[src/rtl/switch_debouncer_pkg.sv]
// Shared constants and helpers for the switch debouncer.
package switch_debouncer_pkg;

    localparam int unsigned DEFAULT_WIDTH         = 2;
    localparam int unsigned DEFAULT_STABLE_CYCLES = 4;

    function automatic int unsigned cnt_width(input int unsigned stable_cycles);
        return $clog2(stable_cycles);
    endfunction

endpackage

[src/rtl/debounce_channel.sv]
// One switch channel: two-flop synchronizer, persistence counter, level and edge strobes.
module debounce_channel
    import switch_debouncer_pkg::*;
#(
    parameter int unsigned STABLE_CYCLES = DEFAULT_STABLE_CYCLES
) (
    input  logic clk,
    input  logic rst_n,
    input  logic raw,
    output logic level,
    output logic rise,
    output logic fall
);

    localparam int unsigned     CW       = cnt_width(STABLE_CYCLES);
    localparam logic [CW-1:0]   CNT_LAST = CW'(STABLE_CYCLES - 1);

    logic          sync1;
    logic          sync2;
    logic [CW-1:0] cnt;
    logic [CW-1:0] cnt_next;
    logic          level_next;
    logic          rise_next;
    logic          fall_next;

    always_ff @(posedge clk or negedge rst_n) begin
        if (!rst_n) begin
            sync1 <= 1'b0;
            sync2 <= 1'b0;
        end else begin
            sync1 <= raw;
            sync2 <= sync1;
        end
    end

    // Any cycle where sync2 matches level clears the count, so glitches never accumulate.
    always_comb begin
        cnt_next   = '0;
        level_next = level;
        rise_next  = 1'b0;
        fall_next  = 1'b0;
        if (sync2 != level) begin
            if (cnt == CNT_LAST) begin
                level_next = sync2;
                rise_next  = sync2;
                fall_next  = ~sync2;
            end else begin
                cnt_next = cnt + CW'(1);
            end
        end
    end

    always_ff @(posedge clk or negedge rst_n) begin
        if (!rst_n) begin
            cnt   <= '0;
            level <= 1'b0;
            rise  <= 1'b0;
            fall  <= 1'b0;
        end else begin
            cnt   <= cnt_next;
            level <= level_next;
            rise  <= rise_next;
            fall  <= fall_next;
        end
    end

endmodule

[src/rtl/switch_debouncer.sv]
// Multi-channel switch debouncer; each bit is an independent debounce_channel.
module switch_debouncer
    import switch_debouncer_pkg::*;
#(
    parameter int unsigned WIDTH         = DEFAULT_WIDTH,
    parameter int unsigned STABLE_CYCLES = DEFAULT_STABLE_CYCLES
) (
    input  logic             input_clock1_1,
    input  logic             input_reset_n_2,
    input  logic [WIDTH-1:0] input_switch_3,
    output logic [WIDTH-1:0] output_level_4,
    output logic [WIDTH-1:0] output_rise_5,
    output logic [WIDTH-1:0] output_fall_6
);

    for (genvar i = 0; i < WIDTH; i++) begin : g_ch
        debounce_channel #(
            .STABLE_CYCLES(STABLE_CYCLES)
        ) u_ch (
            .clk   (input_clock1_1),
            .rst_n (input_reset_n_2),
            .raw   (input_switch_3[i]),
            .level (output_level_4[i]),
            .rise  (output_rise_5[i]),
            .fall  (output_fall_6[i])
        );
    end

endmodule

[config.mk]
export PLATFORM = sky130hd
export DESIGN_NAME = switch_debouncer
export DESIGN_NICKNAME = d
export VERILOG_FILES = /design/src/rtl/switch_debouncer_pkg.sv /design/src/rtl/debounce_channel.sv /design/src/rtl/switch_debouncer.sv
export SDC_FILE = /design/constraint.sdc
export NUM_CORES = 1
export LEC_CHECK = 0
export ABC_AREA = 1
export BUFFER_PORTS_ARGS = -buffer_cell sky130_fd_sc_hd__buf_2
export CELL_PAD_IN_SITES_DETAIL_PLACEMENT = 1
export CELL_PAD_IN_SITES_GLOBAL_PLACEMENT = 1
export CORE_AREA = 8 8 45 47
export CTS_BUF_LIST = sky130_fd_sc_hd__clkbuf_8
export CTS_CLUSTER_SIZE = 28
export DETAILED_ROUTE_END_ITERATION = 12
export DIE_AREA = 0 0 53 55
export HOLD_SLACK_MARGIN = 0.06
export PLACE_DENSITY_LB_ADDON = 0.1
export RECOVER_POWER = 25
export SLEW_MARGIN = 20
export SYNTH_ARGS = -nofsm -noshare
export SYNTH_HDL_FRONTEND = slang
export SYNTH_SLANG_ARGS = --single-unit
[constraint.sdc]
create_clock -name input_clock1_1 -period 1.4 [get_ports input_clock1_1]
set_clock_uncertainty 0.15 [all_clocks]
set_input_delay 0.28 -clock input_clock1_1 [delete_from_list [all_inputs] [get_ports input_clock1_1]]
set_output_delay 0.28 -clock input_clock1_1 [all_outputs]
set_load 0.005 [all_outputs]
==> results.rst <==
.. list-table::
   :header-rows: 1

   * - Metric
     - Value
   * - Outcome
     - complete, no violations
   * - Fraction of post-synthesis cell area in the top cell type by area
     - 65.1%
   * - Share of the yosys chip area belonging to registers
     - 65.1%
   * - Final period demand of the worst path
     - 1.21 ns
   * - Netlist Area Pre-Place
     - 538 µm²
   * - Final layout net count
     - 67
   * - Maximum resistive drop on vdd
     - 805 µV
   * - Setup repair after global routing missed its margin
     - no
   * - Number of cells on the critical path
     - 1
   * - Number of nets in the synthesized netlist
     - 56
   * - Sw Pwr
     - 0.000331 W
   * - Switching share of power
     - 28.5%
   * - Routed WL
     - 992 µm
   * - Number of antenna repair diodes
     - 0
   * - Met2 usage
     - 15.0%
   * - Final sum of negative setup slack
     - 0 ns
   * - GPL Wtd Cong
     - 0.678
   * - Sink Count
     - 14
   * - Number of maximum-capacitance violations
     - 0
   * - Nature of the critical path endpoint
     - output port
   * - Cell count after synthesis
     - 50
   * - Post-CTS Resized
     - 0
   * - Number of remaining DRC errors
     - 0
   * - Part of the power in the clock network
     - 32.7%
   * - Syn avg cell area
     - 10.8 µm²
   * - Leading cell types by total area after synthesis
     - dfrtp_1, buf_4, inv_1
   * - Cell count of the worst hold path
     - 0
   * - Commonest non-fill, non-tap cells in the layout
     - dfrtp_1, inv_1, buf_2, nand2_1
   * - Data required time at the worst endpoint
     - 0.97 ns
   * - Number of buffer and inverter stages on the critical path
     - 1
   * - Slew Limit Fails
     - 0
   * - Clock Root Buffer
     - clkbuf_8
   * - Grt met3 use
     - 3.21%
   * - Layer carrying the most global-route usage
     - met2
   * - Kind of cell adding the most delay to the critical path
     - flip-flops
   * - Site Rows
     - 14
   * - Number of distinct library cells after synthesis
     - 9
   * - Cell accounting for the most synthesized area
     - dfrtp_1
   * - Part of the total power dissipated in combinational logic
     - 20.9%
   * - Clk Latency, worst-skew pair
     - 0.24 ns
   * - Area inside the core boundary
     - 0.00138 mm²
   * - Crit Path Category
     - register to output port
   * - Upper clock frequency limit
     - 0.827 GHz
   * - I/O Pins
     - 10
   * - Max clock buf depth
     - 2
   * - Max stage delay cell, worst path
     - dfrtp_1
   * - Largest net degree at the start of global routing
     - 15
   * - Internal Pwr Total
     - 0.000831 W
   * - Starting DRT DRC Count
     - 2
   * - Routed len/inst
     - 13.1 µm
   * - Number of detailed-route iterations in the first pass
     - 3
   * - Clock input transition at the sequential cells of the worst setup and hold paths
     - 0.06 ns
   * - Share of the cycle needed by the critical path after routing
     - 86.4%
   * - Wire length of the first global-routing pass
     - 1700 µm
   * - Depth of the worst register-to-register path
     - 4
   * - Max FO, Critical Path
     - 3
   * - Effective utilization at floorplan
     - 38.9%
   * - Cts bufs inserted
     - 3
   * - Final std cell area, no fill
     - 643 µm²
   * - Power density over the cells
     - 1810 mW/mm²
   * - H-tree depth reported by CTS
     - 1
   * - Actual transition at the worst max-transition pin
     - 0.331 ns
   * - Area growth from synthesis to final layout
     - 19.5%
   * - Max stage delay on crit path
     - 0.40 ns
   * - Lkg Pwr
     - 0.351 nW
   * - Die W
     - 53 µm
   * - Routed vias/inst
     - 4.42
   * - Slew HR
     - 78.0%
   * - Global route total overflow
     - 0
   * - Via count of the first global-routing pass
     - 387
   * - Commonest non-fill, non-tap cell in the layout
     - dfrtp_1
   * - Synth warn
     - 0
   * - Count of endpoints failing hold in the final timing report
     - 0
   * - Number of storage elements in the synthesis netlist
     - 14
   * - Type of element launching the critical path
     - register
   * - Part of the total power dissipated in sequential elements
     - 46.4%
   * - Residual antenna-violating net count after detailed routing
     - 0
   * - Half-perimeter wire length after placement
     - 740 µm
   * - Cell area after placement
     - 558 µm²
   * - Area of the die
     - 0.00292 mm²
   * - Die extent in y
     - 55 µm
   * - Layout cells sized above 1
     - 25.0%
   * - TritonCTS clock tree
     - done
   * - Cell breakdown of the critical path
     - buf_2
   * - Arrival @ worst endpoint
     - 0.78 ns
   * - GRT Util Overall
     - 8.44%
   * - Antenna violations before repair
     - 0
   * - Via total after detailed routing
     - 336
   * - Number of buffer cells added on primary ports
     - 9
   * - Setup violators final
     - 0
   * - Met1 track demand over resource
     - 7.62%
   * - Tightest Hold Check Type
     - register to register
-- power by group through the flow --
| stage | Sequential, W | Combinational (W) | Clock [W] |
|---|---|---|---|
| after floorplan | 0.000531 | 0.000190 | 0 |
| after CTS | 0.000540 | 0.000251 | 0.000394 |
| after global routing | 0.000550 | 0.000287 | 0.000420 |
| final | 0.000539 | 0.000243 | 0.000381 |
| after detailed placement | 0.000546 | 0.000240 | 0 |
| after global placement | 0.000534 | 0.000207 | 0 |
-- cell usage after synthesis --
master / instances
ha_1: 2
inv_1: 10
o21ai_0: 2
buf_4: 6
a21oi_1: 4
dfrtp_1: 14
nor2_1: 4
nand2_2: 2
nand2_1: 6
-- cell type report --
cell class	count	area (µm²)
fill	150	741
sequential	14	350
multi-input combinational	20	105
timing repair buffer	12	75.1
clock buffer	4	55.1
inverter	10	37.5
tap	16	20.0
-- metal layers --
metal,vias up,wire length (µm)
met1,164,350
met3,0,97
met5,-,0
met2,10,544
met4,0,0
li1,162,-
-- final timing paths --
check	from	end	slack (ns)
min in group asynchronous	input_reset_n_2	g_ch[0].u_ch.level	0.32
max reg2reg	g_ch[0].u_ch.cnt[0]	g_ch[0].u_ch.cnt[0]	0.27
max	g_ch[0].u_ch.level	output_level_4[0]	0.19
max in group asynchronous	input_reset_n_2	g_ch[0].u_ch.fall	0.53
min reg2reg	g_ch[1].u_ch.sync1	g_ch[1].u_ch.sync2	0.20
min	g_ch[1].u_ch.sync1	g_ch[1].u_ch.sync2	0.20
-- kinds of logic after synthesis --
| family | synth area share, % |
|---|---|
| buffers and inverters | 15.3 |
| DFF | 65.1 |
| and+or+nand+nor | 9.30 |
| AOI/OAI and AO/OA | 5.58 |
| adders and majority gates | 4.65 |
-- worst reg2reg max path: cells and delay by family (launching register included) --
family / cells / cell delay [ns]
DFF: 1 / 0.39
adders and majority gates: 1 / 0.23
buffers and inverters: 1 / 0.11
AOI/OAI and AO/OA: 1 / 0.11
and+or+nand+nor: 1 / 0.07
-- metrics by stage --
stage | cells | setup WS (ns) | hold slack (ns) | util [%] | power (W)
CTS | 76 | 0.173 | 0.199 | 46.5 | 0.00119
global route | 76 | 0.140 | 0.207 | 46.5 | 0.00126
finish | 76 | 0.190 | 0.199 | 46.5 | 0.00116
floorplan | 50 | 0.388 | -0.166 | - | 0.000720
global placement | 69 | 0.341 | 0.0245 | 40.3 | 0.000741
detailed placement | 69 | 0.297 | 0.0353 | 40.3 | 0.000786
-- flip-flops by register name (all words and copies together) (netlist names) --
name and count:
g_ch.u_ch.sync1 2, g_ch.u_ch.rise 2, g_ch.u_ch.level 2, g_ch.u_ch.cnt 4, g_ch.u_ch.sync2 2, g_ch.u_ch.fall 2
-- timing repair --
item	4_1_cts	5_1_grt
setup buffers	0	0
hold buffers	3	0
endpoints found under the hold margin	16	0
(Power assumes the default switching activity.)
